--- config.mk ---
export PLATFORM = sky130hd
export DESIGN_NAME = multicycle_alu
export DESIGN_NICKNAME = d
export VERILOG_FILES = /design/src/rtl/alu_pkg.sv /design/src/rtl/multicycle_alu_iter_muldiv.sv /design/src/rtl/multicycle_alu.sv
export SDC_FILE = /design/constraint.sdc
export NUM_CORES = 1
export LEC_CHECK = 0
export ABC_CLOCK_PERIOD_IN_PS = 6200
export BUFFER_PORTS_ARGS = -buffer_cell sky130_fd_sc_hd__buf_2
export CORE_MARGIN = 4
export CORE_UTILIZATION = 61
export DETAILED_ROUTE_END_ITERATION = 8
export PLACE_DENSITY = 0.93
export SLEW_MARGIN = 20
export SYNTH_ARGS = -nofsm -noshare
export SYNTH_HDL_FRONTEND = slang
export SYNTH_SLANG_ARGS = --single-unit
--- constraint.sdc ---
create_clock -name clk -period 6.2 [get_ports clk]
set_input_delay 1.24 -clock clk [delete_from_list [all_inputs] [get_ports clk]]
set_output_delay 1.24 -clock clk [all_outputs]
set_load 0.02 [all_outputs]
--- src/rtl/alu_pkg.sv ---
// Opcode encodings and FSM state type shared by the ALU and its neighbours.
// Pure definitions, no logic and no latency.
// No flow control; consumers import what they need.
package alu_pkg;

  typedef enum logic [3:0] {
    SUB  = 4'd0,
    ADD  = 4'd1,
    DIV  = 4'd2,
    MUL  = 4'd3,
    XOR  = 4'd4,
    LSH  = 4'd5,
    RSH  = 4'd6,
    GETI = 4'd7,
    AND  = 4'd8,
    SET  = 4'd9,
    GET  = 4'd10,
    LOA  = 4'd11,
    STR  = 4'd12,
    don  = 4'd13,
    look = 4'd14
  } op_mne;

  localparam logic [3:0] kSUB  = 4'd0;
  localparam logic [3:0] kADD  = 4'd1;
  localparam logic [3:0] kDIV  = 4'd2;
  localparam logic [3:0] kMUL  = 4'd3;
  localparam logic [3:0] kXOR  = 4'd4;
  localparam logic [3:0] kLSH  = 4'd5;
  localparam logic [3:0] kRSH  = 4'd6;
  localparam logic [3:0] kGETI = 4'd7;
  localparam logic [3:0] kAND  = 4'd8;
  localparam logic [3:0] kSET  = 4'd9;
  localparam logic [3:0] kGET  = 4'd10;
  localparam logic [3:0] kLOA  = 4'd11;
  localparam logic [3:0] kSTR  = 4'd12;
  localparam logic [3:0] kDON  = 4'd13;
  localparam logic [3:0] kLOOK = 4'd14;

  typedef enum logic [1:0] {
    IDLE = 2'd0,
    BUSY = 2'd1,
    DONE = 2'd2
  } alu_state_t;

endpackage

--- src/rtl/multicycle_alu_iter_muldiv.sv ---
// Iterative datapath: shift-add multiply (mode=0) or restoring divide (mode=1).
// One iteration per load or step pulse; load also performs the first iteration.
// No handshake; the owning FSM decides when to load and step.
module iter_muldiv #(
  parameter int W = 8
) (
  input  logic         clk,
  input  logic         rst_n,
  input  logic         load,
  input  logic         step,
  input  logic         mode,
  input  logic [W-1:0] a,
  input  logic [W-1:0] b,
  output logic [W-1:0] hi,
  output logic [W-1:0] lo
);

  logic [W-1:0] hi_q, lo_q, opnd_q;
  logic         mode_q;

  logic [W-1:0] cur_hi, cur_lo, cur_opnd;
  logic         cur_mode;
  logic [W:0]   mul_add, mul_sum, div_sh;
  logic [W-1:0] div_diff;
  logic         div_ge;
  logic [W-1:0] hi_d, lo_d;

  // Select the iteration source: freshly loaded operands, or the running state.
  // MUL keeps multiplier in lo and multiplicand in opnd; DIV keeps dividend in lo.
  always_comb begin
    cur_mode = mode_q;
    cur_hi   = hi_q;
    cur_lo   = lo_q;
    cur_opnd = opnd_q;
    if (load) begin
      cur_mode = mode;
      cur_hi   = '0;
      cur_lo   = mode ? a : b;
      cur_opnd = mode ? b : a;
    end
  end

  // One shift-add or restoring-subtract iteration on the selected source.
  always_comb begin
    mul_add  = cur_lo[0] ? {1'b0, cur_opnd} : '0;
    mul_sum  = {1'b0, cur_hi} + mul_add;
    div_sh   = {cur_hi, cur_lo[W-1]};
    div_ge   = (div_sh >= {1'b0, cur_opnd});
    div_diff = div_sh[W-1:0] - cur_opnd;
    if (cur_mode) begin
      hi_d = div_ge ? div_diff : div_sh[W-1:0];
      lo_d = {cur_lo[W-2:0], div_ge};
    end else begin
      hi_d = mul_sum[W:1];
      lo_d = {mul_sum[0], cur_lo[W-1:1]};
    end
  end

  // Iteration registers advance only on load or step, otherwise hold the result.
  always_ff @(posedge clk) begin
    if (!rst_n) begin
      hi_q   <= '0;
      lo_q   <= '0;
      opnd_q <= '0;
      mode_q <= 1'b0;
    end else if (load || step) begin
      hi_q   <= hi_d;
      lo_q   <= lo_d;
      opnd_q <= cur_opnd;
      mode_q <= cur_mode;
    end
  end

  assign hi = hi_q;
  assign lo = lo_q;

endmodule

--- src/rtl/multicycle_alu.sv ---
// Width-generic ALU: single-cycle ops plus W-iteration MUL/DIV.
// Latency: 1 cycle for single-cycle ops and DIV-by-zero, W+1 cycles for MUL/DIV.
// Backpressure: start is only sampled while ready=1; starts while busy are dropped.
module multicycle_alu
  import alu_pkg::*;
#(
  parameter int W = 8,
  localparam int CW = $clog2(W+1)
) (
  input  logic         clk,
  input  logic         rst_n,
  input  logic         start,
  input  logic [3:0]   op,
  input  logic [W-1:0] a,
  input  logic [W-1:0] b,
  output logic         ready,
  output logic         valid,
  output logic [W-1:0] result,
  output logic [W-1:0] result_hi,
  output logic         carry,
  output logic         zero,
  output logic         div0
);

  localparam logic [CW-1:0] kCntInit = CW'(W);
  localparam logic [CW-1:0] kCntOne  = CW'(1);
  localparam logic [W:0]    kWExt    = (W+1)'(W);

  alu_state_t    state_q, state_d;
  logic [CW-1:0] cnt_q, cnt_d;
  logic [W-1:0]  result_q, result_d;
  logic [W-1:0]  result_hi_q, result_hi_d;
  logic          carry_q, carry_d;
  logic          zero_q, zero_d;
  logic          div0_q, div0_d;

  logic          it_load, it_step, it_mode;
  logic [W-1:0]  it_hi, it_lo;

  logic [W:0]    add_w, sub_w;
  logic          shift_big;
  logic [W-1:0]  sc_res, sc_hi;
  logic          sc_carry, sc_div0;
  logic          is_iter_op;

  iter_muldiv #(.W(W)) u_iter (
    .clk   (clk),
    .rst_n (rst_n),
    .load  (it_load),
    .step  (it_step),
    .mode  (it_mode),
    .a     (a),
    .b     (b),
    .hi    (it_hi),
    .lo    (it_lo)
  );

  assign add_w      = {1'b0, a} + {1'b0, b};
  assign sub_w      = {1'b0, a} - {1'b0, b};
  assign shift_big  = ({1'b0, b} >= kWExt);
  assign is_iter_op = (op == kMUL) || ((op == kDIV) && (b != '0));

  // Single-cycle results straight from the inputs; DIV here only means b==0.
  always_comb begin
    sc_res   = b;
    sc_hi    = '0;
    sc_carry = 1'b0;
    sc_div0  = 1'b0;
    case (op)
      kADD: begin
        sc_res   = add_w[W-1:0];
        sc_carry = add_w[W];
      end
      kSUB: begin
        sc_res   = sub_w[W-1:0];
        sc_carry = sub_w[W];
      end
      kXOR:    sc_res = a ^ b;
      kAND:    sc_res = a & b;
      kLSH:    sc_res = shift_big ? '0 : (a << b);
      kRSH:    sc_res = shift_big ? '0 : (a >> b);
      kDIV: begin
        sc_res  = '1;
        sc_hi   = a;
        sc_div0 = 1'b1;
      end
      default: sc_res = b;
    endcase
  end

  // FSM next state; output registers change only on the transition into DONE.
  always_comb begin
    state_d     = state_q;
    cnt_d       = cnt_q;
    result_d    = result_q;
    result_hi_d = result_hi_q;
    carry_d     = carry_q;
    zero_d      = zero_q;
    div0_d      = div0_q;
    it_load     = 1'b0;
    it_step     = 1'b0;
    it_mode     = 1'b0;
    case (state_q)
      IDLE: begin
        if (start) begin
          if (is_iter_op) begin
            it_load = 1'b1;
            it_mode = (op == kDIV);
            cnt_d   = kCntInit;
            state_d = BUSY;
          end else begin
            result_d    = sc_res;
            result_hi_d = sc_hi;
            carry_d     = sc_carry;
            zero_d      = (sc_res == '0);
            div0_d      = sc_div0;
            state_d     = DONE;
          end
        end
      end
      BUSY: begin
        if (cnt_q == kCntOne) begin
          // Load did the first iteration, so all W are complete here.
          result_d    = it_lo;
          result_hi_d = it_hi;
          carry_d     = 1'b0;
          zero_d      = (it_lo == '0);
          div0_d      = 1'b0;
          state_d     = DONE;
        end else begin
          it_step = 1'b1;
          cnt_d   = cnt_q - kCntOne;
        end
      end
      DONE:    state_d = IDLE;
      default: state_d = IDLE;
    endcase
  end

  // State and output registers with synchronous reset.
  always_ff @(posedge clk) begin
    if (!rst_n) begin
      state_q     <= IDLE;
      cnt_q       <= '0;
      result_q    <= '0;
      result_hi_q <= '0;
      carry_q     <= 1'b0;
      zero_q      <= 1'b0;
      div0_q      <= 1'b0;
    end else begin
      state_q     <= state_d;
      cnt_q       <= cnt_d;
      result_q    <= result_d;
      result_hi_q <= result_hi_d;
      carry_q     <= carry_d;
      zero_q      <= zero_d;
      div0_q      <= div0_d;
    end
  end

  assign ready     = (state_q == IDLE);
  assign valid     = (state_q == DONE);
  assign result    = result_q;
  assign result_hi = result_hi_q;
  assign carry     = carry_q;
  assign zero      = zero_q;
  assign div0      = div0_q;

endmodule

Word level (Yosys, flattened, before mapping)
Cells that the tools add are included.
{"block": "word_totals", "output_inout_bits": 21, "input_bits": 23, "wordCells": 100, "register_bits": 50, "latch_bits": 0, "romBits": 0, "n_memories": 0, "mem_bits_rw": 0}
{"block": "classes", "reduce_logical": 12, "bitwise": 2, "n_addsub": 5, "order_cmp": 2, "eq_ne": 15, "shifts": 2, "div_mod_pow": 0, "mux": 51, "mul": 0}
{"operator": "8-bit two-way mux", "n": 18}
{"operator": "8-bit case mux with 7 select lines", "n": 1}
{"operator": "8-bit case mux with 2 select lines", "n": 2}
{"operator": "1-bit two-way mux", "n": 18}
{"operator": "8-bit zero test", "n": 2}
{"operator": "4-bit by 3-bit equality test with 1-bit output, second input constant", "n": 3}
{"operator": "4-bit two-way mux", "n": 3}
{"operator": "8-bit by 8-bit adder with 9-bit output", "n": 1}
{"operator": "8-bit by 9-bit adder with 9-bit output", "n": 1}
{"operator": "9-bit by 8-bit >= comparator with 1-bit output", "n": 1}
{"operator": "8-bit by 8-bit subtractor with 9-bit output", "n": 1}
{"operator": "8-bit AND", "n": 1}
{"operator": "4-bit by 1-bit equality test with 1-bit output, second input constant", "n": 2}
{"operator": "4-bit by 2-bit equality test with 1-bit output, second input constant", "n": 2}
{"operator": "8-bit by 4-bit >= comparator with 1-bit output, second input constant", "n": 1}
{"operator": "2-bit != test, second input constant", "n": 4}
{"operator": "1-bit case mux with 2 select lines", "n": 4}
{"operator": "4-bit case mux with 2 select lines", "n": 1}
{"operator": "4-bit AND reduction", "n": 2}
{"operator": "8-bit nonzero test", "n": 1}
{"operator": "8-bit by 8-bit left shift with 8-bit output", "n": 1}
{"operator": "8-bit by 8-bit >> shifter with 8-bit output", "n": 1}
{"operator": "8-bit subtractor", "n": 1}
{"operator": "8-bit XOR", "n": 1}
{"operator": "other kinds (13)", "n": 16}

Depth between registers and ports, before layout
{"block": "logic_depth", "word_depth": 11, "mapped_depth": 21, "ltp_nobuf": 17}

By module
Synthesis repeated with hierarchy kept, for this count alone.
{"block": "unflattened", "hier_cells": 649, "area_unflattened_um2": 5066.1}
{"module": "multicycle_alu", "area_each_um2": 2917.8, "cells_each": 385, "instances": 1, "seq_area_each_um2": 500.5}
{"module": "iter_muldiv", "area_each_um2": 2148.3, "cells_each": 264, "instances": 1, "seq_area_each_um2": 500.5}

Worst setup path before layout
OpenSTA, ideal clock, no wires.
{"block": "synth_path", "path_type": "input to register", "startpoint": "input b[5]", "endpoint": "register u_iter.hi_q[7] (netlist: u_iter.hi[7])", "t_required_ns": 6.080, "setup_time_ns": 0.120, "setup_slack_ns": 1.046, "stages": 19, "t_arrival_ns": 5.034, "path_buffers": 3, "path_cell_list": "or4_1 buf_2 o41a_1 nand2_1 buf_2 buf_2 a21oi_1 a21oi_1 nor2_1 ha_1 fa_1 a21o_1 a21oi_1 nor2b_1 o21a_1 o21a_1 o21ai_0 a211oi_1 o31a_1"}
{"block": "synth_between", "elab_chain_len": 11, "word_cells_on_any_way": 22, "cone_classes": "2 x add/sub; 1 x order compare; 15 x mux; 4 x reduce/logical"}
{"item": "start, declared", "line": "multicycle_alu.sv:15", "source": "input logic [W-1:0] b,"}
{"item": "8-bit nonzero test", "line": "multicycle_alu.sv:61", "source": "assign is_iter_op = (op == kMUL) || ((op == kDIV) && (b != '0));"}
{"item": "1-bit logical AND", "line": "multicycle_alu.sv:61"}
{"item": "1-bit logical OR", "line": "multicycle_alu.sv:61"}
{"item": "1-bit two-way mux", "line": "multicycle_alu.sv:106", "source": "if (is_iter_op) begin"}
{"item": "1-bit two-way mux", "line": "multicycle_alu.sv:105", "source": "if (start) begin"}
{"item": "1-bit two-way mux", "line": "multicycle_alu.sv:103", "source": "case (state_q)"}
{"item": "8-bit two-way mux (on tied branches)", "line": "multicycle_alu_iter_muldiv.sv:39, multicycle_alu_iter_muldiv.sv:38"}
{"item": "8-bit two-way mux", "line": "multicycle_alu_iter_muldiv.sv:35", "source": "if (load) begin"}
{"item": "8-bit two-way mux, or another cell as far along", "line": "multicycle_alu_iter_muldiv.sv:45", "source": "mul_add = cur_lo[0] ? {1'b0, cur_opnd} : '0;"}
{"item": "8-bit by 9-bit adder with 9-bit output / 8-bit two-way mux (equally long branches)", "line": "multicycle_alu_iter_muldiv.sv:46, multicycle_alu_iter_muldiv.sv:51"}
{"item": "8-bit two-way mux", "line": "multicycle_alu_iter_muldiv.sv:50", "source": "if (cur_mode) begin"}
{"item": "end signal, assigned", "line": "multicycle_alu_iter_muldiv.sv:67", "source": "hi_q <= hi_d;"}
{"item": "end, declared", "line": "multicycle_alu_iter_muldiv.sv:18", "source": "logic [W-1:0] hi_q, lo_q, opnd_q;"}
Several ways; a longest one is shown, not always the timed one.
A chain may end at the register's enable or synchronous reset.

Final worst setup path
{"block": "layout_path", "startpoint": "input b[5]", "endpoint": "register u_iter.hi_q[4] (netlist: u_iter.hi[4])"}
Same word-level chain as after synthesis.

==> results.sh <==
export IMPL_crit_family="compound AO/OA/AOI/OAI gates"
export IMPL_grt_pass1_wl_mm=24.9
export IMPL_maxCapViolCount=0
export IMPL_finalHoldViolations=0
export IMPL_initial_utilization=0.631
export IMPL_synth_edf_count=0
export IMPL_synth_warnings=0
export IMPL_grt_pass1_vias=5000
export IMPL_grt_max_degree=44
export IMPL_startpoint_type="primary input"
export IMPL_fin_cells=777
export IMPL_arrival_ns=5.71
export IMPL_cts_htree_levels=2
export IMPL_vias_per_cell=6.76
export IMPL_core_um2=7770
export IMPL_hpwlAfterDp_mm=11.1
export IMPL_cts_tree="yes"
export IMPL_slowest_stage="or4_1"
export IMPL_clkTransAtPathRegs_ns=0.09
export IMPL_muxShareOfSynthArea=0.0718
export IMPL_p_sw_mw=0.350
export IMPL_yosysSeqAreaShare=0.204
export IMPL_cts_made_buffers=5
export IMPL_post_cts_buffers=0
export IMPL_antenna_found_initial=0
export IMPL_p_int_mw=0.588
export IMPL_die_area_um2=9530
export IMPL_cp_cell_sequence="buf_2 > or4_1 > o41a_1 > nand2_1 > nand2_1 > inv_1 > ha_1 > nor2b_1 > o31a_1 > o31a_1 > a211o_1 > a21oi_4 > nor2_1 > a211o_1 > a32o_1"
export IMPL_crit_path_max_fanout=23
export IMPL_rsz0062_at_grt="false"
export IMPL_worstSetupPathType="primary input to register"
export IMPL_netlist_area_um2=4900
export IMPL_yosys_area_top_type_share=0.204
export IMPL_run_status="complete, no violations"
export IMPL_synth_common_cells="nand2_1, nor2_1, a21oi_1, dfxtp_1, ha_1"
export IMPL_setup_viol=0
export IMPL_num_rows=32
export IMPL_dr_pass1_iters=6
export IMPL_pwr_share_comb=0.363
export IMPL_place_inst=769
export IMPL_clock_latency_ns=0.32
export IMPL_fin_crit_ns=5.51
export IMPL_crit_buf_inv=2
export IMPL_synth_top_family_by_area="compound AO/OA/AOI/OAI gates"
export IMPL_slowest_delay_ns=0.69
export IMPL_endpoint_kind="register"
export IMPL_postSynthCellCount=661
export IMPL_die_h_um=97.6
export IMPL_synth_largest_area_cell="dfxtp_1"
export IMPL_fin_area_um2=5240
export IMPL_die_w_um=97.6
export IMPL_layout_drive_gt1_share=0.110
export IMPL_fin_skew_ns=0.0166
export IMPL_gp_congestion=1.02
export IMPL_num_io_pins=44
export IMPL_drv_slew=0
export IMPL_postCtsHoldBufs=0
export IMPL_drc=0
export IMPL_ir_worst_vdd_mv=0.120
export IMPL_pwr_share_seq=0.379
export IMPL_ys_flop_type="dfxtp_1"
export IMPL_setup_tns_ns=0
export IMPL_crit_required_ns=6.41
export IMPL_clkSinkCount=50
export IMPL_diodes=0
export IMPL_io_buffers=43
export IMPL_synth_xor_area_frac=0.0340
export IMPL_syn_area_per_cell_um2=7.41
export IMPL_async_reset_ff_frac=0
export IMPL_vias=5249
export IMPL_cts_max_path_buffers=2
export IMPL_clk_root_buffer_cell="clkbuf_8"
export IMPL_tightest_slew_ns=0.981
export IMPL_fin_crit_sh=0.889
export IMPL_drt_total_wl_mm=15.1
export IMPL_routedWlPerCell_um=19.4
export IMPL_final_nets=735
export IMPL_p_sw_frac=0.373
export IMPL_route_antenna_remaining_nets=0
export IMPL_synth_fa_ha_area_frac=0.103
export IMPL_synth_simple_area_share=0.238
export IMPL_hold_path_class="register to register"
export IMPL_gr_total_overflow=0
export IMPL_synth_compound_area_frac=0.290
export IMPL_ys_ff_latch=50
export IMPL_synth_area_top_cells="dfxtp_1, ha_1, nand2_1, a21oi_1, mux2i_1"
export IMPL_drt_initial_drc_count=664
export IMPL_p_per_area_nw_per_um2=179
export IMPL_post_route_util=0.674
export IMPL_yosysUniqueCellTypes=64
export IMPL_grt_util_all_layers=0.313
export IMPL_syn2layout_area_growth_pct=6.92
export IMPL_cts_resized=0
export IMPL_clock_power_share=0.258
export IMPL_yosysMostFrequentCell="nand2_1"
export IMPL_total_power_mw=0.938
export IMPL_p_leak_nw=2.28
export IMPL_synth_nets=722
export IMPL_post_dp_cell_area_um2=5120
export IMPL_slew_headroom=0.340
export IMPL_max_freq_mhz=182
[metal layers]
| layer | up-vias | GRT usage | part of all wire |
|---|---|---|---|
| met5 | - | 0 | 0 |
| met4 | 0 | 0.124 | 0.030 |
| met1 | 2428 | 0.406 | 0.40 |
| met2 | 338 | 0.508 | 0.46 |
| met3 | 62 | 0.0646 | 0.11 |
| li1 | 2421 | - | - |
[path summary, 6_finish.rpt]
path | from | end | slack [ns] | cells past startpoint
max reg2reg | state_q[1] | u_iter.hi[4] | 1.89 | 14
min reg2reg | result[2] | result[2] | 0.48 | 2
max | b[5] | u_iter.hi[4] | 0.69 | 15
min | result[2] | result[2] | 0.48 | 2
[layout by cell type (no fill, tap or decap), types with 4 or more instances in the layout]
master / count
a211oi_1: 14
a21o_1: 10
a21oi_1: 54
a31oi_1: 8
and2_1: 13
buf_2: 43
buf_4: 10
clkbuf_8: 5
dfxtp_1: 50
fa_1: 4
ha_1: 34
inv_1: 19
mux2i_1: 25
nand2_1: 73
nand2b_1: 11
nand3_1: 26
nand3b_1: 5
nor2_1: 58
nor2b_1: 23
nor3_1: 16
nor4_1: 5
o211a_1: 12
o211ai_1: 8
o21a_1: 15
o21ai_0: 17
o21ai_1: 18
o22a_1: 5
o22ai_1: 9
o31ai_1: 4
xnor2_1: 12
xor2_1: 7
[registers in the layout, indices dropped and copies added, names as in the netlist]
name,flops
result_hi,8
cnt_q,4
result,8
u_iter.hi,8
div0,1
state_q,2
u_iter.mode_q,1
u_iter.opnd_q,8
u_iter.lo,8
carry,1
zero,1
[worst reg2reg max path, delay by kind of cell, from the launching register on]
family                     cells  cell delay, ns
AOI/OAI and AO/OA              8            2.01
DFF                            1            0.38
buffers and inverters          1            0.35
adders and majority gates      1            0.33
and+or+nand+nor                4            1.12
[power by group through the flow]
stage | sequential [mW] | clock [mW] | combinational [mW]
floorplan | 0.375 | 0 | 0.225
global placement | 0.361 | 0 | 0.320
detailed placement | 0.362 | 0 | 0.329
CTS | 0.355 | 0.244 | 0.331
global route | 0.358 | 0.257 | 0.367
finish | 0.355 | 0.242 | 0.340
[kinds of logic after synthesis]
kind of cell / after synthesis
and+or+nand+nor: 245
AOI/OAI and AO/OA: 208
buffers and inverters: 70
DFF: 50
adders and majority gates: 38
muxes: 31
xor gates and xnor gates: 19
[area by class of cell]
type	count	area, µm²
clock buffers	5	68.8
clock inverters	3	43.8
fillers	648	2530
inverters	23	86.3
multi-input cells	541	3620
flip-flops and latches	50	1000
well taps	102	128
repair buffers	53	290
[per-stage QoR]
step           hold slack (ns)  setup WS (ns)
2_1_floorplan            0.437           1.05
3_3_place_gp             0.451          0.604
3_5_place_dp             0.475          0.456
4_1_cts                  0.488          0.785
5_1_grt                  0.515          0.504
6_report                 0.477          0.691
Power figures use the tool's default switching activity.
